[src/rtl/div6abmod47_seq.sv]
// Sequential GF(47) divider: R = A * B^-1 mod 47, with B^-1 = B^45 found by square-and-multiply
// on one shared mod-47 multiplier, followed by a final multiply by A.
module div6abmod47_seq #(
    parameter int P   = 47,
    parameter int EXP = 45
) (
    input  logic       clk,
    input  logic       rst,
    input  logic       start,
    input  logic [6:1] A,
    input  logic [6:1] B,
    output logic       ready,
    output logic       done,
    output logic       err,
    output logic [6:1] R
);
    typedef enum logic [1:0] {IDLE, RUN, FIN} state_t;

    localparam logic [5:0] P6      = 6'(P);
    localparam logic [4:0] FOLD    = 5'(64 - P);
    localparam logic [7:0] P_X1    = 8'(P);
    localparam logic [7:0] P_X2    = 8'(2 * P);
    localparam logic [2:0] LAST_OP = 3'd7;

    // Bit s is set when schedule step s multiplies by b_r instead of squaring.
    function automatic logic [7:0] sched_mask(input logic [4:0] e);
        logic [7:0] m;
        int         s;
        m = '0;
        s = 0;
        for (int i = 4; i >= 0; i--) begin
            s = s + 1;
            if (e[i]) begin
                m[s[2:0]] = 1'b1;
                s = s + 1;
            end
        end
        return m;
    endfunction

    localparam logic [7:0] MUL_MASK = sched_mask(5'(EXP));

    function automatic logic [5:0] red(input logic [5:0] x);
        return (x >= P6) ? x - P6 : x;
    endfunction

    // 64 = 17 mod 47, so each fold replaces the bits above 2^6 with hi*17; three folds leave < 2*94.
    function automatic logic [5:0] mulmod(input logic [5:0] a, input logic [5:0] b);
        logic [11:0] p;
        logic [10:0] t1;
        logic [8:0]  t2;
        logic [7:0]  t3;
        p  = {6'd0, a} * {6'd0, b};
        t1 = {5'd0, p[11:6]} * 11'(FOLD) + {5'd0, p[5:0]};
        t2 = {4'd0, t1[10:6]} * 9'(FOLD) + {3'd0, t1[5:0]};
        t3 = {5'd0, t2[8:6]} * 8'(FOLD) + {2'd0, t2[5:0]};
        if (t3 >= P_X2) t3 = t3 - P_X2;
        if (t3 >= P_X1) t3 = t3 - P_X1;
        return t3[5:0];
    endfunction

    state_t     state_q, state_d;
    logic [5:0] acc_q, acc_d;
    logic [5:0] a_r_q, a_r_d;
    logic [5:0] b_r_q, b_r_d;
    logic [2:0] step_q, step_d;
    logic [5:0] r_q, r_d;
    logic       err_q, err_d;
    logic       done_q, done_d;
    logic [5:0] mul_y;
    logic [5:0] mul_r;
    logic [5:0] b_in;

    assign ready = (state_q == IDLE) && !done_q;
    assign done  = done_q;
    assign err   = err_q;
    assign R     = r_q;

    always_comb begin
        state_d = state_q;
        acc_d   = acc_q;
        a_r_d   = a_r_q;
        b_r_d   = b_r_q;
        step_d  = step_q;
        r_d     = r_q;
        err_d   = err_q;
        done_d  = 1'b0;
        b_in    = red(B);

        // Shared multiplier: acc times acc, b_r or a_r depending on state and step.
        if (state_q == FIN) begin
            mul_y = a_r_q;
        end else if (MUL_MASK[step_q]) begin
            mul_y = b_r_q;
        end else begin
            mul_y = acc_q;
        end
        mul_r = mulmod(acc_q, mul_y);

        case (state_q)
            IDLE: begin
                if (start && ready) begin
                    a_r_d   = red(A);
                    b_r_d   = b_in;
                    acc_d   = b_in;
                    step_d  = 3'd0;
                    state_d = (b_in == 6'd0) ? FIN : RUN;
                end
            end
            RUN: begin
                acc_d  = mul_r;
                step_d = step_q + 3'd1;
                if (step_q == LAST_OP) state_d = FIN;
            end
            FIN: begin
                done_d  = 1'b1;
                state_d = IDLE;
                if (b_r_q == 6'd0) begin
                    r_d   = 6'd0;
                    err_d = 1'b1;
                end else begin
                    r_d   = mul_r;
                    err_d = 1'b0;
                end
            end
            default: state_d = IDLE;
        endcase
    end

    always_ff @(posedge clk) begin
        if (rst) begin
            state_q <= IDLE;
            acc_q   <= '0;
            a_r_q   <= '0;
            b_r_q   <= '0;
            step_q  <= '0;
            r_q     <= '0;
            err_q   <= 1'b0;
            done_q  <= 1'b0;
        end else begin
            state_q <= state_d;
            acc_q   <= acc_d;
            a_r_q   <= a_r_d;
            b_r_q   <= b_r_d;
            step_q  <= step_d;
            r_q     <= r_d;
            err_q   <= err_d;
            done_q  <= done_d;
        end
    end
endmodule

[config.mk]
export PLATFORM = sky130hd
export DESIGN_NAME = div6abmod47_seq
export DESIGN_NICKNAME = d
export VERILOG_FILES = /design/src/rtl/div6abmod47_seq.sv
export SDC_FILE = /design/constraint.sdc
export NUM_CORES = 1
export LEC_CHECK = 0
export BUFFER_PORTS_ARGS = -buffer_cell sky130_fd_sc_hd__buf_2
export CORE_UTILIZATION = 60
export CTS_CLUSTER_SIZE = 40
export DETAILED_ROUTE_END_ITERATION = 10
export HOLD_SLACK_MARGIN = 0.08
export PLACE_DENSITY = 0.79
export REMOVE_ABC_BUFFERS = 1
export SLEW_MARGIN = 20
export SYNTH_ARGS = -nofsm -noshare
export SYNTH_HDL_FRONTEND = slang
export SYNTH_SLANG_ARGS = --single-unit
[constraint.sdc]
create_clock -name clk -period 16.4 [get_ports clk]
set_clock_uncertainty 0.15 [all_clocks]
set_input_delay 1.64 -clock clk [delete_from_list [all_inputs] [get_ports clk]]
set_output_delay 1.64 -clock clk [all_outputs]
set_load 0.01 [all_outputs]
Word level (Yosys, flattened, before mapping). Memory sizes are Yosys's and may differ from the RTL's. A register that Yosys moved wholly into a read port is not among the register bits. Index checks and enable logic that the tools add are counted.

Shift-type cells: 0. Reduce and logical (&&, ||, !) cells: 10. Mux-type cells: 20. $add $sub $neg: 8. Order comparisons: 5. Divide/modulo/power cells: 0. Equality and inequality tests: 5. Bitwise logic cells: 0. $mul: 4.

Operator list (count): two-way mux 6 bit (7); subtractor 6 bit, second input constant (3); >= comparator 6 bit, second input constant (2); zero test 6 bit (2); multiplier 6 x 6 -> 12 bit (1); case mux 6 bit (2 select lines) (1); adder 11 x 6 -> 11 bit (1); multiplier 6 x 5 -> 11 bit, second input constant (1); adder 9 x 6 -> 9 bit (1); multiplier 5 x 5 -> 9 bit, second input constant (1); two-way mux 3 bit (3); adder 8 x 6 -> 8 bit (1); >= comparator 8 x 6 -> 1 bit, second input constant (1); >= comparator 8 x 7 -> 1 bit, second input constant (1); multiplier 3 x 5 -> 8 bit, second input constant (1); two-way mux 8 bit (1); subtractor 8 x 7 -> 8 bit, second input constant (1); two-way mux 2 bit (3); case mux 3 bit (2 select lines) (1); AND reduction 2 bit (3); less-than comparator 3 x 4 -> 1 bit, second input constant (1); case mux 2 bit (2 select lines) (1); adder 3 x 1 -> 3 bit, second input constant (1); equality test 3 bit, second input constant (1); 9 further kinds (12).

RAM bits: 0. Memories: 1. Logic and storage cells: 61. ROM bits: 8. Bits of input ports: 15. Latch bits: 0. Register bits: 31.

Memories: (name not given) (words 8, width 1, rd ports 1, clocked after Yosys merged registers in 1, write ports 0, RTL line 93) `end else if (MUL_MASK[step_q]) begin`.

Depth between registers and ports, before layout. Gate-level depths: netlist of run 1.

Depth after elaboration: 16. Depth in mapped cells: 52. Gate-level depth less buffers: 50.

Worst setup path after synthesis of run 1. Ideal clock, no wire load.

Kind: register -> register. Start: reg state_q[1]. End: reg acc_q[1]. Period minus slack after synthesis: 11.303 ns. Library setup time: 0.125 ns. Setup slack: 5.097 ns. Arrival: 11.029 ns. Required time: 16.125 ns. Stages on the path, launching flop included: 50. Cell sequence: dfxtp_1 nor2b_1 clkbuf_1 nor2_1 a21oi_1 nor2b_1 fa_1 inv_1 fa_1 fa_1 inv_1 ha_1 a21oi_1 o21ai_0 a21o_1 a21o_1 a31oi_1 xnor2_1 [14 not listed] nor2_1 nor2_1 o21bai_1 a21oi_1 xnor2_1 ha_1 fa_1 a21oi_1 a2bb2oi_4 o31ai_4 a21oi_2 xnor2_1 ha_1 inv_1 nor3_2 o31ai_2 mux2i_1 o22ai_1.

Longest elaborated chain between the ends: 14. Elaborated cells between the ends (all ways): 23.

RTL lines: from (decl) (RTL line 62) `state_t state_q, state_d;`; from (signal assigned) (RTL line 141) `state_q <= state_d;`; equality test 2 bit (RTL line 91) `if (state_q == FIN) begin`; two-way mux 6 bit (RTL line 91); multiplier 6 x 6 -> 12 bit (RTL line 53) `p = {6'd0, a} * {6'd0, b};`; multiplier 6 x 5 -> 11 bit (RTL line 54) `t1 = {5'd0, p[11:6]} * 11'(FOLD) + {5'd0, p[5:0]};`; adder 11 x 6 -> 11 bit (RTL line 54); multiplier 5 x 5 -> 9 bit (RTL line 55) `t2 = {4'd0, t1[10:6]} * 9'(FOLD) + {3'd0, t1[5:0]};`; adder 9 x 6 -> 9 bit (RTL line 55); multiplier 3 x 5 -> 8 bit (RTL line 56) `t3 = {5'd0, t2[8:6]} * 8'(FOLD) + {2'd0, t2[5:0]};`; adder 8 x 6 -> 8 bit (RTL line 56); subtractor 8 x 7 -> 8 bit or >= comparator 8 x 7 -> 1 bit (tied branches) (RTL line 57) `if (t3 >= P_X2) t3 = t3 - P_X2;`; two-way mux 8 bit (RTL line 57); >= comparator 8 x 6 -> 1 bit or subtractor 6 bit (tied branches) (RTL line 58) `if (t3 >= P_X1) t3 = t3 - P_X1;`; two-way mux 6 bit (RTL line 58); case mux 6 bit (2 select lines) (RTL line 100) `case (state_q)`; to (signal assigned) (RTL line 133) `acc_q <= '0;`; to (signal assigned) (RTL line 142) `acc_q <= acc_d;`; to (decl) (RTL line 63) `logic [5:0] acc_q, acc_d;`.

Parallel ways exist; a longest one is shown, timed or not. A chain may end at the register's enable or synchronous reset.

Worst setup path in the final report of run 1. Same ends and word-level chain as after synthesis.

==> reports/metrics.yaml, run 1 <==
routing:
  drcViolationCount: 0
  drtAntennaViolNets: 0
  wl_per_cell_um: 14.6
  vias: 3445
  via_per_inst: 5.90
  first_pass_iters: 4
  totalWireLength_um: 8530
  first_iter_violations: 160
clock_tree:
  cts_buffers: 5
  cts_max_level: 2
  post-cts-setup-buffers: 0
  cts_root_buffer: "clkbuf_8"
  ctsResizeCount: 0
  clk_pin_slew_ps: 70
  cts.sinks: 32
  ctsHoldBuffers: 0
  cts_tree: "done"
  clk_path_buf_depth: 2
  worst_skew_pair.late_latency_ps: 290
timing:
  period_minus_slack_ps: 12750
  max_freq_mhz: 78.4
  relSlewSlack_pct: 37.8
  setup_viol: 0
  finalCritPeriodShare_pct: 77.7
  slew_violations: 0
  final_hold_viol_count: 0
  tightest_slew_ps: 934
  rsz0062_at_grt: "false"
  fin_setup_tns_ps: 0
  fin_ws_ps: 3650
setup_path:
  regToRegStartpoint: "state_q[1]"
  reg2reg_to: "acc_q[1]"
  critical_path_peak_fanout: 14
  critPathLaunch: "state_q[1]"
  end_kind: "flop"
  arrival_ps: 12770
  required_ps: 16420
  startpoint_type: "flop"
  cpPeakStageDelay_ps: 710
  criticalPathCategory: "reg2reg"
  r2r_setup_slack_ps: 3650
  crit_path_end: "acc_q[1]"
  crit_top_cell: "ha_1"
  worst_path_max_delay_cell: "nor2b_1"
  r2r_cells: 47
pwr:
  ir_drop_v: 0.0000647
  power_density_mw_per_mm2: 101
  p_leak_uw: 0.00230
logic_synthesis:
  synth_edf_count: 0
  ys.flop_type: "dfxtp_1"
  ys_types: 60
  synth.avg_cell_area_um2: 8.64
  synthArstFlopShare_pct: 0
  synthCells: 484
  ys_seq_elements: 32
  syn_area_mm2: 0.00418
  yosysWarnings: 0
  yosysSeqAreaShare_pct: 15.3
die:
  design.portCount: 24
  die_area_mm2: 0.00731
  die_x_um: 85.5
  core-area_mm2: 0.00676
  die_y_um: 85.5
  start_util_pct: 61.9
  rows: 30
global_routing:
  antenna_found_initial: 0
  grt_pass1_vias: 3284
  grt_max_degree: 28
  grt_usage_pct: 24.5
  grt_pass1_wl_um: 14700
  grt_overflow: 0
hold_path:
  hold_path.class: "reg2reg"
  worstHoldPathCells: 2
  min_from: "err"
run:
  maxCapViolCount: 0
finish:
  layout.nets: 615
  diodes: 0
  drive_gt1_share_pct: 9.33
  postLayoutCellArea_mm2: 0.00446
  area_growth_pct: 6.58
placement:
  port_buffers: 23
  place_congestion: 0.892
  post-place-ws_ps: 3900
  dpl-instance-area_mm2: 0.00435
  hpwlAfterDp_um: 6930
outcome:
  status: "finished clean"
power breakdown:
group,internal [uW],switching [uW]
logic,117,165
registers,83.6,8.93
clock network,44.9,30.4
total,246,204
critical path: cells and delay by family, from the launching register on:
kind	cells	cell delay, ps
DFF	1	410
xor gates and xnor gates	4	850
muxes	1	340
AOI/OAI and AO/OA	17	3670
buffers and inverters	5	370
and+or+nand+nor	6	1460
adders and majority gates	14	5370
synthesized netlist by cell type (all sizes together), types with 2 or more instances:
master,number,area (um^2)
a211oi,8,60.1
a21o,10,75.1
a21oi,35,183
a221oi,2,30.0
a22o,3,26.3
a2bb2oi,2,35.0
a31oi,2,12.5
and2,11,68.8
and3,6,37.5
buf,3,21.3
clkbuf,8,30.0
dfxtp,32,641
fa,23,460
ha,74,926
inv,46,173
mux2i,11,123
nand2,35,131
nand2b,11,68.8
nand3,10,55.1
nand4,3,18.8
nor2,30,115
nor2b,20,125
nor3,9,66.3
o211ai,2,15.0
o21a,3,30.0
o21ai,25,125
o21bai,6,45.0
o22ai,2,12.5
o2bb2ai,2,17.5
o31ai,2,33.8
or2,2,12.5
or3,2,12.5
xnor2,18,158
xor2,11,96.3
flip-flops by register name, indices dropped and copies added (netlist names), named ones only:
register	count
err	1
step_q	3
done	1
state_q	2
acc_q	6
R	6
b_r_q	6
a_r_q	6
logic make-up after synthesis:
kind of cell | Yosys count | share of synthesized area [%]
buffers and inverters | 57 | 5.35
xor gates and xnor gates | 29 | 6.07
adders and majority gates | 97 | 33.1
muxes | 12 | 3.20
and+or+nand+nor | 142 | 17.6
AOI/OAI and AO/OA | 115 | 19.3
DFF | 32 | 15.3
metrics by stage:
stage	util (%)	cells	hold WS, ps	power [uW]
after floorplan	-	473	276	315
after global placement	64.3	576	287	363
after detailed placement	64.3	576	295	373
after CTS	66.0	584	309	451
after global routing	66.0	584	342	489
final	66.0	584	315	450
layout by cell type (no fill, tap or decap), drive strengths merged, types with 3 or more instances in the layout:
cell type / instances
a21oi: 35
dfxtp: 32
a22o: 3
nor2b: 20
buf: 23
nand3: 10
inv: 46
fa: 23
a211oi: 8
o21ai: 25
o21bai: 6
o21a: 3
nor3: 9
mux2i: 11
nand2: 35
clkbuf: 5
ha: 74
nand2b: 11
nor2: 30
xor2: 11
xnor2: 18
nand4: 3
a21o: 10
and2: 11
and3: 6
how the worst min path moves through the flow:
stage	end	slack [ps]
floorplan	a_r_q[4]	280
detailed placement	R[2]	290
global route	err	340
finish	err	310
global placement	R[6]	290
CTS	R[2]	310
routing by layer:
metal	GRT usage [%]	wire [um]	up-vias
met2	43.5	4240	45
met4	3.33	67	0
met3	4.14	220	10
met1	32.2	4000	1657
met5	0	0	-
li1	-	-	1733
final cells by class:
type                            count  area, um^2
Clock inverter                      3        42.5
Sequential cell                    32         641
Inverter                           46         173
Timing Repair Buffer               23         115
Tap cell                           80         100
Multi-Input combinational cell    395        3320
Clock buffer                        5        68.8
Fill cell                         575        2300
(Power assumes the default switching activity.)
==> run 2, diff against run 1 <==
Settings changed: CORE_UTILIZATION 60 to 57, PLACE_DENSITY 0.79 to 0.78.
Clock period 16.4 ns to 10.2 ns, I/O delays scaled along.
==> reports/metrics.yaml, run 2 (synthesis gave the netlist of run 1 again) <==
outcome:
  status: "finished with violations"
  violations: "setup timing"
timing:
  max_freq_mhz: 89.5
  setup_viol: 12
  finalCritPeriodShare_pct: 110
  tightest_slew_ps: 987
  worst_hold_slack_ps: 311
  fin_ws_ps: -972
  final_hold_viol_count: 0
  relSlewSlack_pct: 34.2
  rsz0062_at_grt: "true"
  slew_violations: 0
  period_minus_slack_ps: 11170
  fin_setup_tns_ps: -10250
routing:
  wl_per_cell_um: 21.5
  drcViolationCount: 0
  totalWireLength_um: 15600
  first_pass_iters: 7
  vias: 4607
  first_iter_violations: 447
  drtAntennaViolNets: 0
  via_per_inst: 6.36
pwr:
  net-switching-power_uw: 510
  ir_drop_v: 0.000284
  p_clk_share_pct: 11.9
  finalPower_uw: 1150
  p_seq_share_pct: 12.4
  switching_share_pct: 44.2
  p_leak_uw: 0.00303
  power_frac_comb_pct: 75.7
  power.internal_uw: 644
  power_density_mw_per_mm2: 189
finish:
  drive_gt1_share_pct: 43.0
  diodes: 0
  fillers: 306
  final_common_cell: "buf_4"
  area_growth_pct: 46.0
  multiInputGateArea_mm2: 0.00397
  final_cell_mix: "117 x buf_4, 52 x ha_1, 37 x inv_1, 35 x nand2_1, 29 x dfxtp_1"
  layout.nets: 739
  seqCellArea_um2: 644
  postLayoutCellArea_mm2: 0.00611
  final_util_pct: 87.9
global_routing:
  grt_overflow: 0
  antenna_found_initial: 0
  grt_max_degree: 28
  grt_pass1_wl_um: 19600
  grt_usage_pct: 32.5
  grt_pass1_vias: 4302
placement:
  place_congestion: 0.874
  dpl-instance-area_mm2: 0.00504
  hpwlAfterDp_um: 8000
  port_buffers: 23
setup_path:
  criticalPathCategory: "reg2reg"
  cpPeakStageDelay_ps: 530
  crit_top_cell: "ha_4"
  worst_path_max_delay_cell: "fa_1"
  arrival_ps: 11180
  end_kind: "flop"
  critical_path_peak_fanout: 6
  startpoint_type: "flop"
  required_ps: 10200
clock_tree:
  worst_skew_pair.late_latency_ps: 290
  clk_path_buf_depth: 2
  cts_max_level: 2
  cts_buffers: 5
  cts_tree: "done"
  cts_root_buffer: "clkbuf_8"
  cts.sinks: 32
  clk_pin_slew_ps: 80
run:
  maxCapViolCount: 0
die:
  die_area_mm2: 0.00769
  core-area_mm2: 0.00694
  rows: 30
  start_util_pct: 60.2
  die_y_um: 87.7
  die_x_um: 87.7
  design.portCount: 24
hold_path:
  hold_path.class: "reg2reg"
-- run 2: cell types whose count changed in the layout (fill, tap and decap cells not counted), sizes merged --
cell and delta:
clkbuf +2, clkinv -1, buf +124, clkinvlp -1
-- run 2: repair_timing --
action | in CTS | in global routing
hold buffers | 0 | 0
gates resized for setup | 74 | 64
endpoints found under the setup margin | 12 | 12
buffers inserted | 21 | 13
pin swaps | 82 | 64
cloned | 1 | 0
-- run 2: layout make-up --
cell class,instances,share of cell area [%]
multi-input combinational,395,65.0
timing repair buffer,147,17.6
sequential,32,10.6
inverter,46,2.83
tap,96,1.97
clock buffer,7,1.58
clock inverter,1,0.492
-- run 2: worst paths after layout --
path	start	endpoint	slack (ps)	cells past startpoint
min	R[2]	R[2]	310	2
max reg2reg	state_q[1]	acc_q[1]	-970	49
min reg2reg	R[2]	R[2]	310	2
max	state_q[1]	acc_q[1]	-970	49
-- run 2: per-layer routing --
layer	part of all wire [%]	wire, um	GRT usage, %	up-vias
met5	0	0	0	-
met4	6.2	967	9.84	0
met1	36	5670	38.9	2219
met2	49	7670	59.8	305
li1	-	-	-	1974
met3	8.1	1250	4.90	109
-- run 2: power by group through the flow --
stage,Sequential [uW],Combinational [uW],Clock (uW)
floorplan,145,362,0
global placement,143,564,0
detailed placement,143,588,0
CTS,140,709,132
global route,143,922,139
finish,143,874,137
-- run 2: metrics by stage --
step | setup slack [ps] | std cells
after floorplan | -1150 | 473
after global placement | -844 | 682
after detailed placement | -1170 | 682
after CTS | -336 | 712
after global routing | -1330 | 724
final | -972 | 724
-- run 2: worst max-delay path: cells and delay by family (launching register included) --
family	cells	cell delay, ps
XOR/XNOR	2	300
flip-flops	1	330
AO/OA/AOI/OAI	14	2840
adder cells (fa/ha/maj)	14	4890
buffers and inverters	9	850
AND/OR/NAND/NOR	8	1030
multiplexers	2	590
==> run 3, diff against run 2 <==
Settings changed: BUFFER_PORTS_ARGS -buffer_cell sky130_fd_sc_hd__buf_2 to -buffer_cell sky130_fd_sc_hd__buf_4, CAP_MARGIN set to 20.
==> reports/metrics.yaml, run 3 (synthesis gave the netlist of run 1 again) <==
routing:
  via_per_inst: 6.57
  totalWireLength_um: 17400
  first_iter_violations: 601
  drcViolationCount: 0
  wl_per_cell_um: 23.8
  drtAntennaViolNets: 0
  first_pass_iters: 5
  vias: 4803
pwr:
  ir_drop_v: 0.000266
  p_leak_uw: 0.00311
  power.internal_uw: 659
  switching_share_pct: 45.1
  net-switching-power_uw: 541
  p_clk_share_pct: 10.7
  p_seq_share_pct: 11.9
  power_frac_comb_pct: 77.4
  power_density_mw_per_mm2: 190
  finalPower_uw: 1200
finish:
  seqCellArea_um2: 644
  final_cell_mix: "141 x buf_4, 52 x ha_1, 34 x inv_1, 32 x nand2_1, 29 x dfxtp_1"
  final_common_cell: "buf_4"
  layout.nets: 746
  fillers: 258
  drive_gt1_share_pct: 45.7
  diodes: 0
  final_util_pct: 90.8
  finalNonFillerCells: 731
  postLayoutCellArea_mm2: 0.00631
  area_growth_pct: 50.8
  multiInputGateArea_mm2: 0.00404
timing:
  period_minus_slack_ps: 11180
  setup_viol: 12
  max_freq_mhz: 89.4
  fin_setup_tns_ps: -11010
  slew_violations: 0
  tightest_slew_ps: 1040
  fin_ws_ps: -984
  rsz0062_at_grt: "true"
  relSlewSlack_pct: 31.0
  final_hold_viol_count: 0
  finalCritPeriodShare_pct: 110
clock_tree:
  clk_pin_slew_ps: 80
  cts_tree: "done"
  worst_skew_pair.late_latency_ps: 310
  clk_path_buf_depth: 2
  cts_root_buffer: "clkbuf_8"
  cts_buffers: 5
  cts.sinks: 32
  cts_max_level: 2
setup_path:
  end_kind: "flop"
  startpoint_type: "flop"
  critical_path_peak_fanout: 6
  arrival_ps: 11190
  crit_top_cell: "buf_4"
  required_ps: 10210
  criticalPathCategory: "reg2reg"
  cpPeakStageDelay_ps: 570
  r2r_cells: 54
  worst_path_max_delay_cell: "fa_2"
run:
  maxCapViolCount: 0
die:
  die_x_um: 87.7
  start_util_pct: 60.2
  die_y_um: 87.7
  core-area_mm2: 0.00694
  die_area_mm2: 0.00769
  rows: 30
  design.portCount: 24
global_routing:
  grt_overflow: 0
  grt_pass1_vias: 4446
  antenna_found_initial: 0
  grt_pass1_wl_um: 20900
  grt_usage_pct: 35.0
  grt_max_degree: 28
hold_path:
  worstHoldPathCells: 2
  hold_path.class: "reg2reg"
placement:
  hpwlAfterDp_um: 7920
  port_buffers: 23
  dpl.cell_count: 685
  dpl-instance-area_mm2: 0.00512
  place_congestion: 0.851
outcome:
  violations: "setup timing"
  status: "finished with violations"
## run 3: cell types whose count changed in the layout (fill, tap and decap cells not counted), moves of 4 or more
cell,delta
buf_2,-23
buf_4,+24
buf_6,+5
o21ai_1,+4
## run 3: path summary, 6_finish.rpt
path	start	to	slack, ps
hold reg to reg	R[2]	R[2]	310
setup reg to reg	state_q[1]	acc_q[1]	-980
hold / removal	R[2]	R[2]	310
setup / recovery	state_q[1]	acc_q[1]	-980
## run 3: power by group through the flow
stage	clock, uW	combinational, uW	sequential, uW
after global placement	0	567	143
after floorplan	0	362	145
after global routing	130	967	143
after detailed placement	0	588	143
final	128	929	143
after CTS	124	709	141
## run 3: final cells by class
type                    count  area share, %
clock buffers               5           1.09
repair buffers            154           19.2
multi-input cells         395           64.0
inverters                  46           2.86
well taps                  96           1.90
flip-flops and latches     32           10.2
clock inverters             3          0.674
## run 3: layer usage
metal | track usage [%] | vias up | wire length (um)
li1 | - | 1988 | -
met1 | 42.0 | 2262 | 6050
met2 | 63.5 | 415 | 8370
met3 | 5.94 | 136 | 1800
met4 | 11.2 | 2 | 1120
met5 | 0 | - | 33
## run 3: timing repair
action | in CTS | in global routing
hold buffers | 0 | 0
hold endpoints to repair | 0 | 0
setup endpoints to repair | 12 | 12
gates cloned | 1 | 0
buffers inserted | 25 | 14
gates resized for setup | 101 | 60
pin swaps | 77 | 55
## run 3: critical path: cells and delay by family (launching register included)
family,cells,cell delay [ps]
xor gates and xnor gates,5,1170
buffers and inverters,12,1310
AOI/OAI and AO/OA,14,2180
DFF,1,330
and+or+nand+nor,7,1060
muxes,1,330
adders and majority gates,15,4450
## run 3: per-stage QoR
stage | hold WS (ps) | setup slack, ps
global route | 346 | -1390
floorplan | 276 | -1150
global placement | 293 | -898
detailed placement | 297 | -1170
finish | 314 | -984
CTS | 308 | -202
